File: src/rtl/dft_pkg.sv
// Shared constants and the elaboration-time twiddle generator for the single-bin DFT engine.
// Twiddles are built with fixed-point Taylor series so no real arithmetic reaches the netlist.
package dft_pkg;

  typedef logic [1:0] state_t;

  localparam state_t ST_IDLE  = 2'd0;
  localparam state_t ST_ACCUM = 2'd1;
  localparam state_t ST_ROUND = 2'd2;
  localparam state_t ST_DONE  = 2'd3;

  // Twiddles need two bits above FRAC: one for the value 1.0 and one for sign.
  localparam int TW_GUARD = 2;

  localparam longint TWO_PI_Q30 = 64'sd6746518852;

  function automatic longint roundQ30(input longint v, input int frac);
    longint mag;
    mag = (v < 0) ? -v : v;
    mag = ((mag <<< frac) + (64'sd1 <<< 29)) >>> 30;
    return (v < 0) ? -mag : mag;
  endfunction

  // Only the first quadrant is evaluated; the other three are exact sign/swap
  // copies of it, which guarantees W[m+N/2] = -W[m] bit for bit.
  function automatic int twiddleVal(input int m, input int n, input int frac, input bit wantSin);
    int     quarter;
    int     mm;
    int     q;
    int     r;
    longint a;
    longint a2;
    longint term;
    longint sinV;
    longint cosV;
    longint cr;
    longint sr;
    longint res;
    quarter = n / 4;
    mm      = m % n;
    q       = mm / quarter;
    r       = mm % quarter;
    a       = (TWO_PI_Q30 * longint'(r)) / longint'(n);
    a2      = (a * a) >>> 30;
    sinV    = 0;
    cosV    = 0;
    term    = a;
    for (int i = 1; i <= 12; i++) begin
      sinV += term;
      term  = -(((term * a2) >>> 30) / longint'((2 * i) * (2 * i + 1)));
    end
    term = 64'sd1 <<< 30;
    for (int i = 1; i <= 12; i++) begin
      cosV += term;
      term  = -(((term * a2) >>> 30) / longint'((2 * i - 1) * (2 * i)));
    end
    cr = roundQ30(cosV, frac);
    sr = roundQ30(sinV, frac);
    case (q)
      0:       res = wantSin ? sr  : cr;
      1:       res = wantSin ? cr  : -sr;
      2:       res = wantSin ? -sr : -cr;
      default: res = wantSin ? -cr : sr;
    endcase
    return int'(res);
  endfunction

endpackage

File: src/rtl/dft_twiddle_rom.sv
// Combinational twiddle lookup: c + j*s = exp(j*2*pi*index/SAMPLES) scaled by 2^FRAC.
module dft_twiddle_rom
  import dft_pkg::*;
#(
  parameter int SAMPLES = 32,
  parameter int FRAC    = 8
) (
  input  logic        [$clog2(SAMPLES)-1:0] index,
  output logic signed [FRAC+TW_GUARD-1:0]   c,
  output logic signed [FRAC+TW_GUARD-1:0]   s
);

  localparam int TW = FRAC + TW_GUARD;

  logic signed [TW-1:0] cosTab [SAMPLES];
  logic signed [TW-1:0] sinTab [SAMPLES];

  for (genvar m = 0; m < SAMPLES; m++) begin : gTab
    localparam int CV = twiddleVal(m, SAMPLES, FRAC, 1'b0);
    localparam int SV = twiddleVal(m, SAMPLES, FRAC, 1'b1);
    assign cosTab[m] = TW'(CV);
    assign sinTab[m] = TW'(SV);
  end

  assign c = cosTab[index];
  assign s = sinTab[index];

endmodule

File: src/rtl/dft_point.sv
// Computes one DFT/IDFT bin X[k] over a parallel input vector, one complex MAC per cycle,
// then rounds and saturates the wide accumulator into WIDTH-bit results.
module dft_point
  import dft_pkg::*;
#(
  parameter int WIDTH     = 24,
  parameter int FRAC      = 8,
  parameter int SAMPLES   = 32,
  parameter int SCALE_INV = 1
) (
  input  logic                                 clk,
  input  logic                                 reset,
  input  logic                                 start,
  input  logic                                 inverse,
  input  logic [$clog2(SAMPLES)-1:0]           dft_idx,
  input  logic [SAMPLES-1:0][WIDTH-1:0]        src_real,
  input  logic [SAMPLES-1:0][WIDTH-1:0]        src_imag,
  output logic                                 busy,
  output logic                                 ready,
  output logic [WIDTH-1:0]                     dft_real,
  output logic [WIDTH-1:0]                     dft_imag
);

  localparam int IDXW      = $clog2(SAMPLES);
  localparam int TW        = FRAC + TW_GUARD;
  localparam int PRODW     = WIDTH + TW;
  localparam int ACCW      = WIDTH + FRAC + 2 + IDXW;
  localparam int SHIFT_FWD = FRAC;
  localparam int SHIFT_INV = FRAC + ((SCALE_INV == 1) ? IDXW : 0);

  localparam logic signed [ACCW:0] RND_BIAS = (ACCW + 1)'(1) << (FRAC - 1);
  localparam logic signed [ACCW:0] SAT_MAX  = {{(ACCW - WIDTH + 2){1'b0}}, {(WIDTH - 1){1'b1}}};
  localparam logic signed [ACCW:0] SAT_MIN  = ~SAT_MAX;

  state_t                   stateQ, stateD;
  logic        [IDXW-1:0]   kQ, kD;
  logic                     invQ, invD;
  logic        [IDXW-1:0]   nQ, nD;
  logic        [IDXW-1:0]   twQ, twD;
  logic signed [ACCW-1:0]   accReQ, accReD;
  logic signed [ACCW-1:0]   accImQ, accImD;
  logic        [WIDTH-1:0]  outReQ, outReD;
  logic        [WIDTH-1:0]  outImQ, outImD;

  logic signed [WIDTH-1:0]  xRe, xIm;
  logic signed [TW-1:0]     twC, twS, sEff;
  logic signed [PRODW-1:0]  pA, pB, pC, pD;
  logic signed [ACCW-1:0]   sumRe, sumIm;
  logic signed [ACCW:0]     biasRe, biasIm, shRe, shIm;
  logic        [WIDTH-1:0]  rndRe, rndIm;

  dft_twiddle_rom #(
    .SAMPLES (SAMPLES),
    .FRAC    (FRAC)
  ) uRom (
    .index (twQ),
    .c     (twC),
    .s     (twS)
  );

  // Forward uses conj(W), i.e. the sine term negated; the MAC itself is shared.
  assign xRe  = src_real[nQ];
  assign xIm  = src_imag[nQ];
  assign sEff = invQ ? twS : -twS;

  assign pA = PRODW'(xRe) * PRODW'(twC);
  assign pB = PRODW'(xIm) * PRODW'(sEff);
  assign pC = PRODW'(xIm) * PRODW'(twC);
  assign pD = PRODW'(xRe) * PRODW'(sEff);

  assign sumRe = accReQ + ACCW'(pA) - ACCW'(pB);
  assign sumIm = accImQ + ACCW'(pC) + ACCW'(pD);

  function automatic logic [WIDTH-1:0] saturate(input logic signed [ACCW:0] v);
    if (v > SAT_MAX) begin
      return {1'b0, {(WIDTH - 1){1'b1}}};
    end else if (v < SAT_MIN) begin
      return {1'b1, {(WIDTH - 1){1'b0}}};
    end
    return v[WIDTH-1:0];
  endfunction

  // Round half up, then drop FRAC bits (plus log2(N) for a scaled inverse).
  always_comb begin
    biasRe = {accReQ[ACCW-1], accReQ} + RND_BIAS;
    biasIm = {accImQ[ACCW-1], accImQ} + RND_BIAS;
    shRe   = invQ ? (biasRe >>> SHIFT_INV) : (biasRe >>> SHIFT_FWD);
    shIm   = invQ ? (biasIm >>> SHIFT_INV) : (biasIm >>> SHIFT_FWD);
    rndRe  = saturate(shRe);
    rndIm  = saturate(shIm);
  end

  always_comb begin
    stateD = stateQ;
    kD     = kQ;
    invD   = invQ;
    nD     = nQ;
    twD    = twQ;
    accReD = accReQ;
    accImD = accImQ;
    outReD = outReQ;
    outImD = outImQ;
    case (stateQ)
      ST_IDLE, ST_DONE: begin
        if (start) begin
          kD     = dft_idx;
          invD   = inverse;
          nD     = '0;
          twD    = '0;
          accReD = '0;
          accImD = '0;
          stateD = ST_ACCUM;
        end
      end
      ST_ACCUM: begin
        accReD = sumRe;
        accImD = sumIm;
        nD     = nQ + IDXW'(1);
        twD    = twQ + kQ;
        if (nQ == IDXW'(SAMPLES - 1)) begin
          stateD = ST_ROUND;
        end
      end
      ST_ROUND: begin
        outReD = rndRe;
        outImD = rndIm;
        stateD = ST_DONE;
      end
      default: stateD = ST_IDLE;
    endcase
  end

  always_ff @(posedge clk or posedge reset) begin
    if (reset) begin
      stateQ <= ST_IDLE;
      kQ     <= '0;
      invQ   <= 1'b0;
      nQ     <= '0;
      twQ    <= '0;
      accReQ <= '0;
      accImQ <= '0;
      outReQ <= '0;
      outImQ <= '0;
    end else begin
      stateQ <= stateD;
      kQ     <= kD;
      invQ   <= invD;
      nQ     <= nD;
      twQ    <= twD;
      accReQ <= accReD;
      accImQ <= accImD;
      outReQ <= outReD;
      outImQ <= outImD;
    end
  end

  assign busy     = (stateQ == ST_ACCUM) || (stateQ == ST_ROUND);
  assign ready    = (stateQ == ST_DONE);
  assign dft_real = outReQ;
  assign dft_imag = outImQ;

endmodule

File: config.mk
export PLATFORM = sky130hd
export DESIGN_NAME = dft_point
export DESIGN_NICKNAME = d
export VERILOG_FILES = /design/src/rtl/dft_pkg.sv /design/src/rtl/dft_twiddle_rom.sv /design/src/rtl/dft_point.sv
export SDC_FILE = /design/constraint.sdc
export NUM_CORES = 2
export LEC_CHECK = 0
export ABC_AREA = 0
export CORE_AREA = 8 8 622 624
export CTS_CLUSTER_DIAMETER = 80
export DETAILED_ROUTE_END_ITERATION = 10
export DIE_AREA = 0 0 630 632
export HOLD_SLACK_MARGIN = 0.15
export SLEW_MARGIN = 20
export SYNTH_ARGS = -nofsm -noshare
export SYNTH_HDL_FRONTEND = slang
export SYNTH_SLANG_ARGS = --single-unit
File: constraint.sdc
create_clock -name clk -period 13.1 [get_ports clk]
set_input_delay 2.62 -clock clk [delete_from_list [all_inputs] [get_ports clk]]
set_output_delay 2.62 -clock clk [all_outputs]
set_load 0.005 [all_outputs]
After elaboration in Yosys (flattened, before gate mapping)
Memories as Yosys holds them, arrays and structs flattened.
Index checks and enable logic that the tools add are counted.
{"block": "totals", "mem_bits_ro": 640, "mem_bits_rw": 0, "register_bits": 144, "mem_count": 2, "latchBits": 0}
{"name": "(no name shown)", "words": 32, "width": 10, "read_ports": 1, "rd_ports_with_merged_regs": 0, "wr": 0, "line": "dft_twiddle_rom.sv:26", "source": "assign s = sinTab[index];"}
{"name": "(no name shown)", "words": 32, "width": 10, "read_ports": 1, "rd_ports_with_merged_regs": 0, "wr": 0, "line": "dft_twiddle_rom.sv:25", "source": "assign c = cosTab[index];"}
{"block": "op_classes", "multipliers": 4, "reduce_logical": 7, "eq_ne": 6, "shift": 0, "n_div": 0, "mux": 30, "add_sub_neg": 9, "bitwise_logic": 1, "magnitude_cmp": 6}
{"op": "$bmux 24 s5", "n": 2}
{"op": "$mux 24", "n": 8}
{"op": "$pmux 39 s2", "n": 2}
{"op": "$mul 24x10->34", "n": 4}
{"op": "$add 39x34->39", "n": 3}
{"op": "$add 39x9->40 const B", "n": 2}
{"op": "$gt 32x24->1 const B", "n": 2}
{"op": "$lt 32x24->1 const B", "n": 2}
{"op": "$mux 31", "n": 2}
{"op": "$mux 10", "n": 5}
{"op": "$mux 39", "n": 1}
{"op": "$sub 39x34->39", "n": 1}
{"op": "$pmux 5 s2", "n": 2}
{"op": "$neg 10->10", "n": 1}
{"op": "$ge 6x6->1 const B", "n": 1}
{"op": "$lt 5x6->1 const B", "n": 1}
{"op": "$not 5->6", "n": 1}
{"op": "$pmux 2 s3", "n": 1}
{"op": "$reduce_and 2->1", "n": 3}
{"op": "$add 5x1->5 const B", "n": 1}
{"op": "$add 5x5->5", "n": 1}
{"op": "$eq 5x5->1 const B", "n": 1}
{"op": "$mux 5", "n": 1}
{"op": "$eq 2x2->1 const B", "n": 2}
{"op": "8 further kinds", "n": 13}

Depth between registers and ports, before layout
{"block": "logic_depth", "ltp_word": 9, "ltp_mapped": 40, "mapped_depth_nobuf": 37}

Hierarchy
Synthesis repeated with hierarchy kept, for this count alone.
{"block": "hier_totals", "hier_cells": 5846, "hier_area_um2": 58974.1}
{"module": "dft_point", "cells_each": 5735, "area_per_inst_um2": 58065.7, "instances": 1}
{"module": "dft_twiddle_rom", "cells_each": 111, "area_per_inst_um2": 908.4, "instances": 1}

Least setup slack after synthesis
OpenSTA, ideal clock, no wires.
{"block": "synth_path", "kind": "input to register", "startpoint": "input src_imag[559] in the netlist's numbering", "endpoint": "register accReQ[37]", "slack_ns": 2.788, "setup_ns": 0.129, "required_time_ns": 12.971, "arrival_ns": 10.183, "stages": 27, "path_cell_list": "mux4_2 > mux4_2 > mux2i_1 > nor2_1 > fa_1 > fa_1 > inv_1 > fa_1 > inv_1 > fa_1 > inv_1 > fa_1 > fa_1 > inv_1 > fa_1 > inv_1 > ha_1 > and4_1 > and2_1 > a221o_1 > a31o_2 > o211ai_1 > o21ai_1 > or4_1 > a31oi_1 > xor2_1 > o21ai_1"}
{"block": "synth_between", "elab_chain_len": 5}
{"item": "from (decl)", "line": "dft_point.sv:17", "source": "input logic [SAMPLES-1:0][WIDTH-1:0] src_imag,"}
{"item": "$bmux 24 s5", "line": "dft_point.sv:63", "source": "assign xIm = src_imag[nQ];"}
{"item": "$mux 24 (implied by the code)", "line": "dft_point.sv:63"}
{"item": "$mul 24x10->34", "line": "dft_point.sv:67", "source": "assign pB = PRODW'(xIm) * PRODW'(sEff);"}
{"item": "$sub 39x34->39", "line": "dft_point.sv:71", "source": "assign sumRe = accReQ + ACCW'(pA) - ACCW'(pB);"}
{"item": "$pmux 39 s2", "line": "dft_point.sv:103", "source": "case (stateQ)"}
{"item": "to (signal assigned)", "line": "dft_point.sv:150", "source": "accReQ <= accReD;"}
{"item": "to (decl)", "line": "dft_point.sv:40", "source": "logic signed [ACCW-1:0] accReQ, accReD;"}
No other way between the ends. The select of a mux whose other input is x is not followed.
A chain may end at the register's enable or synchronous reset.

Worst setup path in the final report
{"block": "layout_path", "startpoint": "input src_real[441] in the netlist's numbering", "endpoint": "register accImQ[37]"}
{"block": "layout_between", "elab_chain_len": 5}
{"item": "from (decl)", "line": "dft_point.sv:16", "source": "input logic [SAMPLES-1:0][WIDTH-1:0] src_real,"}
{"item": "$bmux 24 s5", "line": "dft_point.sv:62", "source": "assign xRe = src_real[nQ];"}
{"item": "$mux 24 (implied by the code)", "line": "dft_point.sv:62"}
{"item": "$mul 24x10->34", "line": "dft_point.sv:69", "source": "assign pD = PRODW'(xRe) * PRODW'(sEff);"}
{"item": "$add 39x34->39", "line": "dft_point.sv:72", "source": "assign sumIm = accImQ + ACCW'(pC) + ACCW'(pD);"}
{"item": "$pmux 39 s2", "line": "dft_point.sv:103"}
{"item": "to (signal assigned)", "line": "dft_point.sv:151", "source": "accImQ <= accImD;"}
{"item": "to (decl)", "line": "dft_point.sv:41", "source": "logic signed [ACCW-1:0] accImQ, accImD;"}
No other way between the ends. The select of a mux whose other input is x is not followed.

==> metrics.cfg <==
[setup_path]
worstSetupEndpoint = accImQ[37]$_DFFE_PP0P_
worstSetupPathType = in -> reg
critPathMaxStageDelay_ns = 0.93
critPathMaxFanout = 7
end_kind = flip-flop
cp_data_required_time_ns = 13.54
cp_data_arrival_time_ns = 12.49
reg2reg_from = twQ[1]$_DFFE_PP0P_
r2r_end = accImQ[37]$_DFFE_PP0P_
cp-start-kind = input pin
slowest_stage = mux4_2
r2r_cells = 37
critPathMostFrequentCell = fa_1
crit_path_start = src_real[441]
r2r_slack_ns = 1.87

[finish]
area_delta_synth_final_pct = 39.5
nFillCells = 41300
drive_above_1_share_pct = 10.7
final_nets = 10300

[job]
drv_cap = 0

[routing]
dr_wl_met3_um = 28300
final_antenna_net_count = 0
first_pass_iters = 6
drc = 0
vias = 51600
wirelength_um = 368000
top_layer_used = met5
first_iter_violations = 3802
m1WireLength_um = 145000
drt-vias-per-instance = 4.13
wl_per_cell_um = 29.5
dr_wl_met2_um = 175000

[placement]
port_buffers = 1594
place_congestion = 0.982
hpwlAfterDp_um = 328000

[sta]
setup_viol = 0
fin_hold_ws_ns = 0.489
tns_ns = 0
post-route-period-util_pct = 92.0
grt_setup_unrepaired = no
timing.fmax_mhz = 83.0
fin_skew_ns = 0.0399
fin_crit_ns = 12.05
hold_viol = 0
slew_headroom_pct = 23.0
max_slew.worst_pin.slew_ns = 1.15
finalMaxSlewViolations = 0

[worst_hold_path]
hold_depth = 2
hp-class = reg -> reg
hold_start = accImQ[6]$_DFFE_PP0P_

[yosys]
yosysWarnings = 0
synthCells = 5943
synth_nets = 8887
yosys.area.top_type = fa_1
yosysUniqueCellTypes = 82
netlist_area_um2 = 58600
synth_edf_count = 0
ys.flop_type = dfrtp_1
synth_top_area_share_pct = 37.1
ys_seq_elements = 144
syn_avg_cell_area_um2 = 9.86
ys_top_cells_by_area = fa_1 (37%), mux4_2 (19%), inv_1 (9.4%)
netlist_top_cells_count = inv_1 (1474), fa_1 (1084), nand2_1 (623)
synth_most_common_cell = inv_1
async_flop_share_pct = 100
synth.yosys.seq_area_share_pct = 6.15

[status]
status = finished clean

[clocking]
cts-root-buf = clkbuf_16
cts.clk_slew.worst_paths_ns = 0.07
cts_buffers = 17
clk_path_buf_depth = 2
clk_latency_ns = 0.57
cts_resized = 0
htree_levels = 4
cts.sinks = 144
ctsHoldBuffers = 0
post-cts-setup-buffers = 0
cts_tree = done

[floorplan]
fp.dieH_um = 632
row_count = 226
die_area_um2 = 398000
core_area_um2 = 377000
start_util_pct = 15.5
ios = 1595
die_w_um = 630

[global_route]
track_usage_pct = 17.9
grt_first_pass_wirelength_um = 489000
grt_max_degree = 93
grt-ovfl-total = 0
grt_pass1_vias = 55300
antenna_found_initial = 158

[cell families (layout without fill, tap and decap cells)]
group,after synthesis,after routing,synth area share [%]
xor+xnor,160,160,2.41
flops,144,144,6.15
fa+ha+maj,1399,1399,43.8
mux,600,600,20.8
other cells,0,97,0
buf+inv,1797,3244,11.9
compound gates,456,456,5.01
simple gates,1387,1387,9.95
[through the flow]
stage	worst slack, ns	area [µm²]	instances	utilization (%)
2_1_floorplan	2.79	58600	5943	-
3_3_place_gp	0.548	80800	12400	21.4
3_5_place_dp	0.543	80800	12400	21.4
4_1_cts	1.10	81500	12400	21.6
5_1_grt	0.780	81600	12500	21.6
6_report	1.05	81700	12500	21.7
[cells in the final DEF, fill, tap and decap left out, types with 12 or more instances in the layout]
cell type        instances
a21o_1                  40
o21ai_1                 28
dfrtp_1                139
buf_4                  130
nor2b_1                 29
clkbuf_16               17
nand4_1                 18
mux4_2                 487
mux2_2                  55
clkdlybuf4s50_1       1594
a22o_1                  17
ha_1                   315
fa_1                  1084
a21boi_1                20
a21oi_1                 93
mux2i_1                 48
and2_1                  28
a31oi_1                 18
o21ai_0                120
and3_1                  15
nor3_1                  39
xnor2_1                107
a221o_1                 21
nor2_1                 520
nand2b_1                32
nand2_1                622
nand3_1                 34
inv_1                 1473
diode_2                 97
o31ai_1                 12
xor2_1                  38
[critical path: cells and delay by family]
family                     cells  cell delay, ns
AOI/OAI and AO/OA              6            1.77
xor gates and xnor gates       1            0.16
adders and majority gates      8            3.85
buffers and inverters          8            1.76
muxes                          3            1.84
and+or+nand+nor                3            0.43
[metal layers]
layer,global-route usage [%],vias up
met5,0,-
met4,8.11,74
met3,4.77,544
met2,30.0,2519
met1,21.6,26700
li1,-,21800
[sequential cells by signal, summed over array words and instances (netlist names)]
name / flops
accImQ: 39
accReQ: 39
dft_imag: 24
dft_real: 24
kQ: 5
nQ: 5
twQ: 5
stateQ: 2
invQ: 1
[layout make-up]
type	instances	area [µm²]	share of cell area (%)
Multi-Input combinational cell	4002	48200	59.0
Timing Repair Buffer	1735	17200	21.0
Tap cell	5016	6280	7.68
Inverter	1477	5560	6.80
Sequential cell	144	3620	4.43
Clock buffer	17	425	0.521
Antenna cell	97	243	0.297
Clock inverter	15	213	0.260
[how the worst min path moves through the flow]
stage	to	slack, ns
finish	accImQ[6]$_DFFE_PP0P_	0.49
global route	accReQ[6]$_DFFE_PP0P_	0.51
CTS	accReQ[6]$_DFFE_PP0P_	0.49
detailed placement	accReQ[6]$_DFFE_PP0P_	0.47
global placement	accImQ[4]$_DFFE_PP0P_	0.47
floorplan	accImQ[4]$_DFFE_PP0P_	0.45
Power is not shown: default switching activity piles up to over one toggle a cycle in this logic, so the estimate is an artifact.
